[config.mk]
export PLATFORM = sky130hd
export DESIGN_NAME = bist_lfsr_engine
export DESIGN_NICKNAME = d
export VERILOG_FILES = /design/src/rtl/bist_lfsr_engine_pkg.sv /design/src/rtl/bist_lfsr_engine_lfsr.sv /design/src/rtl/bist_lfsr_engine.sv
export SDC_FILE = /design/constraint.sdc
export NUM_CORES = 1
export LEC_CHECK = 0
export CAP_MARGIN = 10
export CORE_MARGIN = 2
export CORE_UTILIZATION = 50
export CTS_CLUSTER_DIAMETER = 60
export CTS_CLUSTER_SIZE = 24
export DETAILED_ROUTE_END_ITERATION = 6
export GPL_TIMING_DRIVEN = 0
export PLACE_DENSITY = 0.91
export SLEW_MARGIN = 20
export SYNTH_ARGS = -nofsm -noshare
export SYNTH_HDL_FRONTEND = slang
export SYNTH_SLANG_ARGS = --single-unit
[constraint.sdc]
create_clock -name CK -period 1.7 [get_ports CK]
set_input_delay 0.425 -clock CK [delete_from_list [all_inputs] [get_ports CK]]
set_output_delay 0.425 -clock CK [all_outputs]
set_load 0.005 [all_outputs]
[src/rtl/bist_lfsr_engine_pkg.sv]
// bist_pkg: shared FSM state type and maximal-length LFSR tap table for the BIST engine.
package bist_pkg;

    typedef enum logic [2:0] {IDLE, LOAD, SHIFT, CAPTURE, UNLOAD, DONE} bist_state_e;

    // Bit i of the mask set means stage i+1 of the XAPP052 tap list feeds back.
    function automatic logic [15:0] lfsr_taps(input int width);
        case (width)
            3:       return 16'h0006;
            4:       return 16'h000C;
            5:       return 16'h0014;
            6:       return 16'h0030;
            7:       return 16'h0060;
            8:       return 16'h00B8;
            9:       return 16'h0110;
            10:      return 16'h0240;
            11:      return 16'h0500;
            12:      return 16'h0829;
            13:      return 16'h100D;
            14:      return 16'h2015;
            15:      return 16'h6000;
            16:      return 16'hD008;
            default: return 16'h0000;
        endcase
    endfunction

endpackage

[src/rtl/bist_lfsr_engine_lfsr.sv]
// bist_lfsr: Fibonacci LFSR with synchronous reload and optional parallel input injection (MISR mode).
module bist_lfsr
    import bist_pkg::*;
#(
    parameter int WIDTH = 7,
    parameter logic [WIDTH-1:0] SEED = 1
) (
    input  logic             clk_i,
    input  logic             rst_i,
    input  logic             load_i,
    input  logic             advance_i,
    input  logic             inject_en_i,
    input  logic [WIDTH-1:0] data_i,
    output logic [WIDTH-1:0] q_o,
    output logic [WIDTH-1:0] d_o
);
    localparam logic [WIDTH-1:0] TAPS = WIDTH'(lfsr_taps(WIDTH));

    logic [WIDTH-1:0] q_q, q_d;

    always_comb begin
        q_d = load_i ? SEED :
              advance_i ? ({q_q[WIDTH-2:0], ^(q_q & TAPS)} ^ (inject_en_i ? data_i : '0)) :
              q_q;
    end

    always_ff @(posedge clk_i or posedge rst_i) begin
        if (rst_i) q_q <= SEED;
        else       q_q <= q_d;
    end

    assign q_o = q_q;
    assign d_o = q_d;

endmodule

[src/rtl/bist_lfsr_engine.sv]
// bist_lfsr_engine: self-timed logic-BIST controller driving scan chains from an LFSR TPG and compacting into a MISR.
// Define BIST_SIG_CMP_EN to include the golden-signature compare behind the pass output.
module bist_lfsr_engine
    import bist_pkg::*;
#(
    parameter int NUM_CHAINS   = 7,
    parameter int CHAIN_LEN    = 33,
    parameter int NUM_PATTERNS = 100,
    parameter int TPG_SEED     = 1
) (
    input  logic                  CK,
    input  logic                  reset,
    input  logic                  start,
    input  logic [NUM_CHAINS-1:0] golden_sig,
    input  logic [NUM_CHAINS-1:0] chain_so,
    output logic [NUM_CHAINS-1:0] chain_si,
    output logic                  scan_en,
    output logic                  bist_en,
    output logic                  busy,
    output logic                  done,
    output logic                  pass,
    output logic [NUM_CHAINS-1:0] signature
);
    localparam int SCW = CHAIN_LEN > 1 ? $clog2(CHAIN_LEN) : 1;
    localparam int PCW = $clog2(NUM_PATTERNS + 1);
    localparam logic [SCW-1:0] SC_LAST = SCW'(CHAIN_LEN - 1);
    localparam logic [PCW-1:0] PC_LAST = PCW'(NUM_PATTERNS);

    bist_state_e state_q, state_d;
    logic [SCW-1:0] sc_q, sc_d;
    logic [PCW-1:0] pc_q, pc_d;
    logic pass_q, pass_d;
    logic start_ok, shifting, compacting, shift_end;
    logic [NUM_CHAINS-1:0] tpg_q, misr_q, misr_d, unused_tpg_d;

    always_comb begin
        start_ok   = start && (state_q == IDLE || state_q == DONE);
        shifting   = state_q == LOAD || state_q == SHIFT || state_q == UNLOAD;
        compacting = state_q == SHIFT || state_q == UNLOAD;
        shift_end  = shifting && sc_q == SC_LAST;
        sc_d       = start_ok ? '0 : shifting ? (shift_end ? '0 : sc_q + 1'b1) : sc_q;
        pc_d       = start_ok ? '0 : state_q == CAPTURE ? pc_q + 1'b1 : pc_q;
        state_d    = start_ok ? LOAD :
                     state_q == CAPTURE ? (pc_d == PC_LAST ? UNLOAD : SHIFT) :
                     !shift_end ? state_q :
                     state_q == UNLOAD ? DONE : CAPTURE;
`ifdef BIST_SIG_CMP_EN
        // Compare against the MISR's next value so pass is valid in the first DONE cycle.
        pass_d     = start_ok ? 1'b0 :
                     (state_q == UNLOAD && shift_end) ? (misr_d == golden_sig) : pass_q;
`else
        pass_d     = 1'b0;
`endif
    end

`ifndef BIST_SIG_CMP_EN
    logic unused_cmp;
    assign unused_cmp = ^{golden_sig, misr_d};
`endif

    always_ff @(posedge CK or posedge reset) begin
        if (reset) begin
            state_q <= IDLE;
            sc_q    <= '0;
            pc_q    <= '0;
            pass_q  <= 1'b0;
        end else begin
            state_q <= state_d;
            sc_q    <= sc_d;
            pc_q    <= pc_d;
            pass_q  <= pass_d;
        end
    end

    bist_lfsr #(.WIDTH(NUM_CHAINS), .SEED(NUM_CHAINS'(TPG_SEED))) u_tpg (
        .clk_i       (CK),
        .rst_i       (reset),
        .load_i      (start_ok),
        .advance_i   (shifting),
        .inject_en_i (1'b0),
        .data_i      ('0),
        .q_o         (tpg_q),
        .d_o         (unused_tpg_d)
    );

    bist_lfsr #(.WIDTH(NUM_CHAINS), .SEED('0)) u_misr (
        .clk_i       (CK),
        .rst_i       (reset),
        .load_i      (start_ok),
        .advance_i   (compacting),
        .inject_en_i (1'b1),
        .data_i      (chain_so),
        .q_o         (misr_q),
        .d_o         (misr_d)
    );

    assign chain_si  = tpg_q;
    assign signature = misr_q;
    assign scan_en   = shifting;
    assign busy      = state_q != IDLE && state_q != DONE;
    assign bist_en   = busy;
    assign done      = state_q == DONE;
    assign pass      = pass_q;

endmodule

Yosys cells after proc, flatten, opt, wreduce, memory -nomap -nowiden --
Index checks and enable logic that the tools add are counted.
Operators by class: $add $sub $neg 2, multipliers 0, div/mod/pow operators 0, magnitude comparators 0, equality and inequality tests 8, shifts and indexed selects 0, muxes and demuxes 14, bitwise gates (word level) 1, reductions and logical operators 14
Operators by type and width (number):
- 7-bit two-way mux | 6
- 6-bit two-way mux | 3
- 3-bit two-way mux | 5
- 7-bit XOR reduction | 2
- 7-bit by 1-bit adder with 7-bit output, second input constant | 1
- 7-bit == test, second input constant | 1
- 7-bit XOR | 1
- 6-bit by 1-bit adder with 6-bit output, second input constant | 1
- 3-bit by 2-bit == test with 1-bit output, second input constant | 2
- 3-bit == test, second input constant | 2
- 6-bit == test, second input constant | 1
- 3-bit nonzero test | 2
- 1-bit logical OR | 4
- 2-bit nonzero test | 2
- 3-bit by 1-bit == test with 1-bit output, second input constant | 1
- 1-bit logical AND | 3
- 3-bit logical NOT | 1
- 3-bit != test, second input constant | 1
Storage, ports and cells: flip-flop bits (word level) 30, latch bits 0, memory bits (writable) 0, bits in read-only memories 0, input bits 17, output and inout port bits 19, word-level logic and storage cells 44, memories 0

Longest topological paths before layout --
word-level depth 8, gate-level depth with buffers 7, mapped depth without buffers 5

By module --
Synthesis repeated with hierarchy kept, for this count alone.
Unflattened totals: cell total of the unflattened synthesis 211, area, all modules 1908.1 um^2
Modules (own cells, without submodules):
- bist_lfsr_engine | times used 1, cells each 129, area an instance 1166.1 um^2, seq. area each 400.4 um^2
- bist_lfsr (u_misr) | times used 1, cells each 43, area an instance 379.1 um^2, seq. area each 175.2 um^2
- bist_lfsr (u_tpg) | times used 1, cells each 39, area an instance 362.8 um^2, seq. area each 176.4 um^2

Worst setup path after synthesis --
Ideal clock, no wire load.
path kind reg2out, start reg state_q[1], end out scan_en, data arrival time 1.161 ns, required time 1.275 ns, slack 0.114 ns, cell stages (with the launch flop) 6, path buffers 2, cells stage by stage dfrtp_1 > buf_6 > xor2_2 > a21oi_1 > inv_1 > buf_2
On the way: word-level cells in the longest chain between the ends 3, elaborated cells between the ends (all ways) 5, classes of those cells eq/ne: 3; reduce/logical: 2
RTL lines:
- start: declaration | RTL line bist_lfsr_engine.sv:29 | bist_state_e state_q, state_d;
- start signal: assignment | RTL line bist_lfsr_engine.sv:68 | state_q <= state_d;
- 3-bit by 1-bit == test with 1-bit output / 3-bit by 2-bit == test with 1-bit output (equally long branches) | RTL line bist_lfsr_engine.sv:38 | shifting = state_q == LOAD || state_q == SHIFT || state_q == UNLOAD;
- 1-bit logical OR | RTL line bist_lfsr_engine.sv:38
- 1-bit logical OR (*) | RTL line bist_lfsr_engine.sv:38
- end: declaration | RTL line bist_lfsr_engine.sv:17 | output logic scan_en,
Mark *: on every way between the ends. The rest lies on a longest branch, timed or not.

Final worst setup path --
start reg state_q[2], end out scan_en
Same word-level chain as after synthesis.

==> out/results.ini <==
[final_layout]
syn_to_final_growth_pct = 53.3
fillCellCount = 204
n_antenna_cell = 0
final_util = 0.785
design_area_um2 = 2580
drive_gt1_frac = 0.331
fin_nets = 270

[clock_tree]
cts_tree = done
cts_max_path_buffers = 2
insertion_delay_ns = 0.35
clockRootBuffer = clkbuf_4
cts_buffers = 5
h-tree-depth = 2
clk_pin_slew_worst_paths_ns = 0.10
cts_num_sinks = 30

[timing]
final.period_utilization = 1.17
fin_crit_ns = 1.98
finClkSkew_ns = 0.0112
hold_viol = 0
layout_setup_ws_ns = -0.281
slew_headroom = 0.579
fmax_mhz = 505
drv_slew = 0
rsz0062_at_grt = yes
setup_violations = 9
tightest_slew_ns = 0.631
tns_ns = -1.18

[synth]
synth_cell_types = 49
synth_cells = 177
synth_top_cells_by_count = dfrtp_1 (29), nand2_1 (21), a21oi_1 (17)
synth_nets = 197
synth-main-ff-cell = dfrtp_1
synth-seq-cells = 30
postSynth.asyncResetShare = 1.00
synth_area_leader_cell = dfrtp_1
yosysSeqAreaShare = 0.447
yosys_warnings = 0
synth_top_area_frac = 0.432
netlist_area_um2 = 1680
synth.top_cells.by_area = dfrtp_1 (43%), xnor2_1 (5.7%), a21oi_1 (5.1%)
synth_area_per_cell_um2 = 9.50
yosysMostFrequentCell = dfrtp_1
synth_edf_count = 0

[global_routing]
met2_usage = 0.382
track_usage = 0.251
antenna_found_initial = 0
grt_pass1_vias = 1490
overflow = 0
grt_util_met1 = 0.330
grt_pass1_wl_um = 6840
grt.met3_usage = 0.0580
top_usage_layer = met2
grt_max_degree = 31

[placed_design]
pre_cts_ws_ns = -0.501
dpl-instance-area_um2 = 2010
dp_hpwl_um = 2480
portBuffers = 27
routabilityCongestion = 0.823

[worst_setup_path]
cp_max_fo = 5
cp.arrival_ns = 1.56
criticalPathCategory = reg2out
cp_data_required_time_ns = 1.27
start_kind = flip-flop
reg2reg_to = state_q[1]
rrSetupSlack_ns = -0.15
reg2reg_depth = 7
end_kind = output port
crit_path_start = state_q[2]
reg2reg_from = state_q[2]

[floorplanning]
rows = 21
die-area_um2 = 3840
io_pins = 36
dieHeight_um = 62.0
initial_core_util = 0.512
coreArea_um2 = 3280
dieWidth_um = 62.0

[routing]
wl_um = 4780
post_drt_wl_per_cell_um = 16.1
route.detailed.drc = 0
detail_route.iter0.violations = 120
drtAntennaViolNets = 0
vias_per_cell = 5.59
drt_pass1_iterations = 4
dr_total_vias = 1661

[pwr]
p_comb_frac = 0.036
swShare = 0.210
p_leak_nw = 1.15
switchingPower_uw = 280
internal_power_mw = 1.05
seqPwrFrac = 0.536
powerDensity_nw_per_um2 = 516
ir_drop_uv = 532
p_clk_frac = 0.428

[outcome]
violations = setup timing
status = complete, but fails checks

[hold_path]
hold_class = in2async

[run]
maxCapViolCount = 0

power groups by stage:
stage / clock [mW] / combinational, mW / sequential [mW]
final: 0.570 / 0.0479 / 0.713
after global placement: 0 / 0.0473 / 0.727
after global routing: 0.609 / 0.0534 / 0.713
after detailed placement: 0 / 0.0487 / 0.727
after floorplan: 0 / 0.0216 / 0.727
after CTS: 0.567 / 0.0487 / 0.713
per-stage QoR:
stage | cells | total power, mW | hold slack (ns)
floorplan | 177 | 0.749 | 0.503
detailed placement | 250 | 0.776 | 0.519
finish | 297 | 1.33 | 0.465
global placement | 250 | 0.774 | 0.512
CTS | 282 | 1.33 | 0.543
global route | 297 | 1.38 | 0.523
layout by cell type, fill, tap and decap left out, types with 7 or more instances in the layout:
cell type,n
buf_4,29
nand2_1,20
xnor2_1,11
a21oi_1,15
clkdlybuf4s50_1,16
nor2_1,11
inv_1,7
buf_6,16
dfrtp_1,29
area by class of cell:
cell class                 instances  area [µm²]  area share
buffer                            10        88.8      0.0344
clock buffer                       7        45.0      0.0175
clock inverter                     1        30.0      0.0116
inverter                          10        41.3      0.0160
multi-input combinational        125         905       0.351
sequential                        30         752       0.292
tap                               46        57.6      0.0223
timing repair buffer              68         659       0.256
worst max path at each step:
stage	endpoint	slack [ns]	depth (start not counted)
2_1_floorplan	scan_en	0.11	5
3_3_place_gp	scan_en	-0.46	6
3_5_place_dp	scan_en	-0.50	6
4_1_cts	scan_en	-0.25	7
5_1_grt	scan_en	-0.33	7
6_report	scan_en	-0.28	7
kinds of logic after synthesis:
kind of cell               count (synthesis)  synth area share
AOI/OAI and AO/OA                         42             0.165
DFF                                       30             0.447
muxes                                      2            0.0119
other                                      1           0.00223
xor gates and xnor gates                  15            0.0871
adders and majority gates                  3            0.0223
and+or+nand+nor                           62             0.196
buffers and inverters                     22            0.0677
critical path: stages, from the launching register on:
cell and delay [ns]:
dfrtp_1 0.39, buf_8 0.15, buf_12 0.12, nor3b_4 0.23, a21oi_2 0.08, inv_2 0.08
buf_6 0.10, buf_6 0.08
registers in the layout (all words and copies together), names as in the netlist:
register / flops
u_misr.q_o: 7
u_tpg.q_o: 7
pc_q: 7
state_q: 3
sc_q: 6
per-layer routing:
metal	wire, µm	vias up	part of all wire
li1	-	756	-
met1	1980	815	0.41
met2	2360	72	0.49
met3	303	18	0.063
met4	136	0	0.028
met5	0	-	0
what timing repair did:
item | 4_1_cts | 5_1_grt
pin swaps | 10 | 15
buffers inserted | 25 | 19
hold buffers | 0 | 0
endpoints found under the setup margin | 27 | 41
resized for setup | 39 | 32
(Power assumes the default switching activity.)
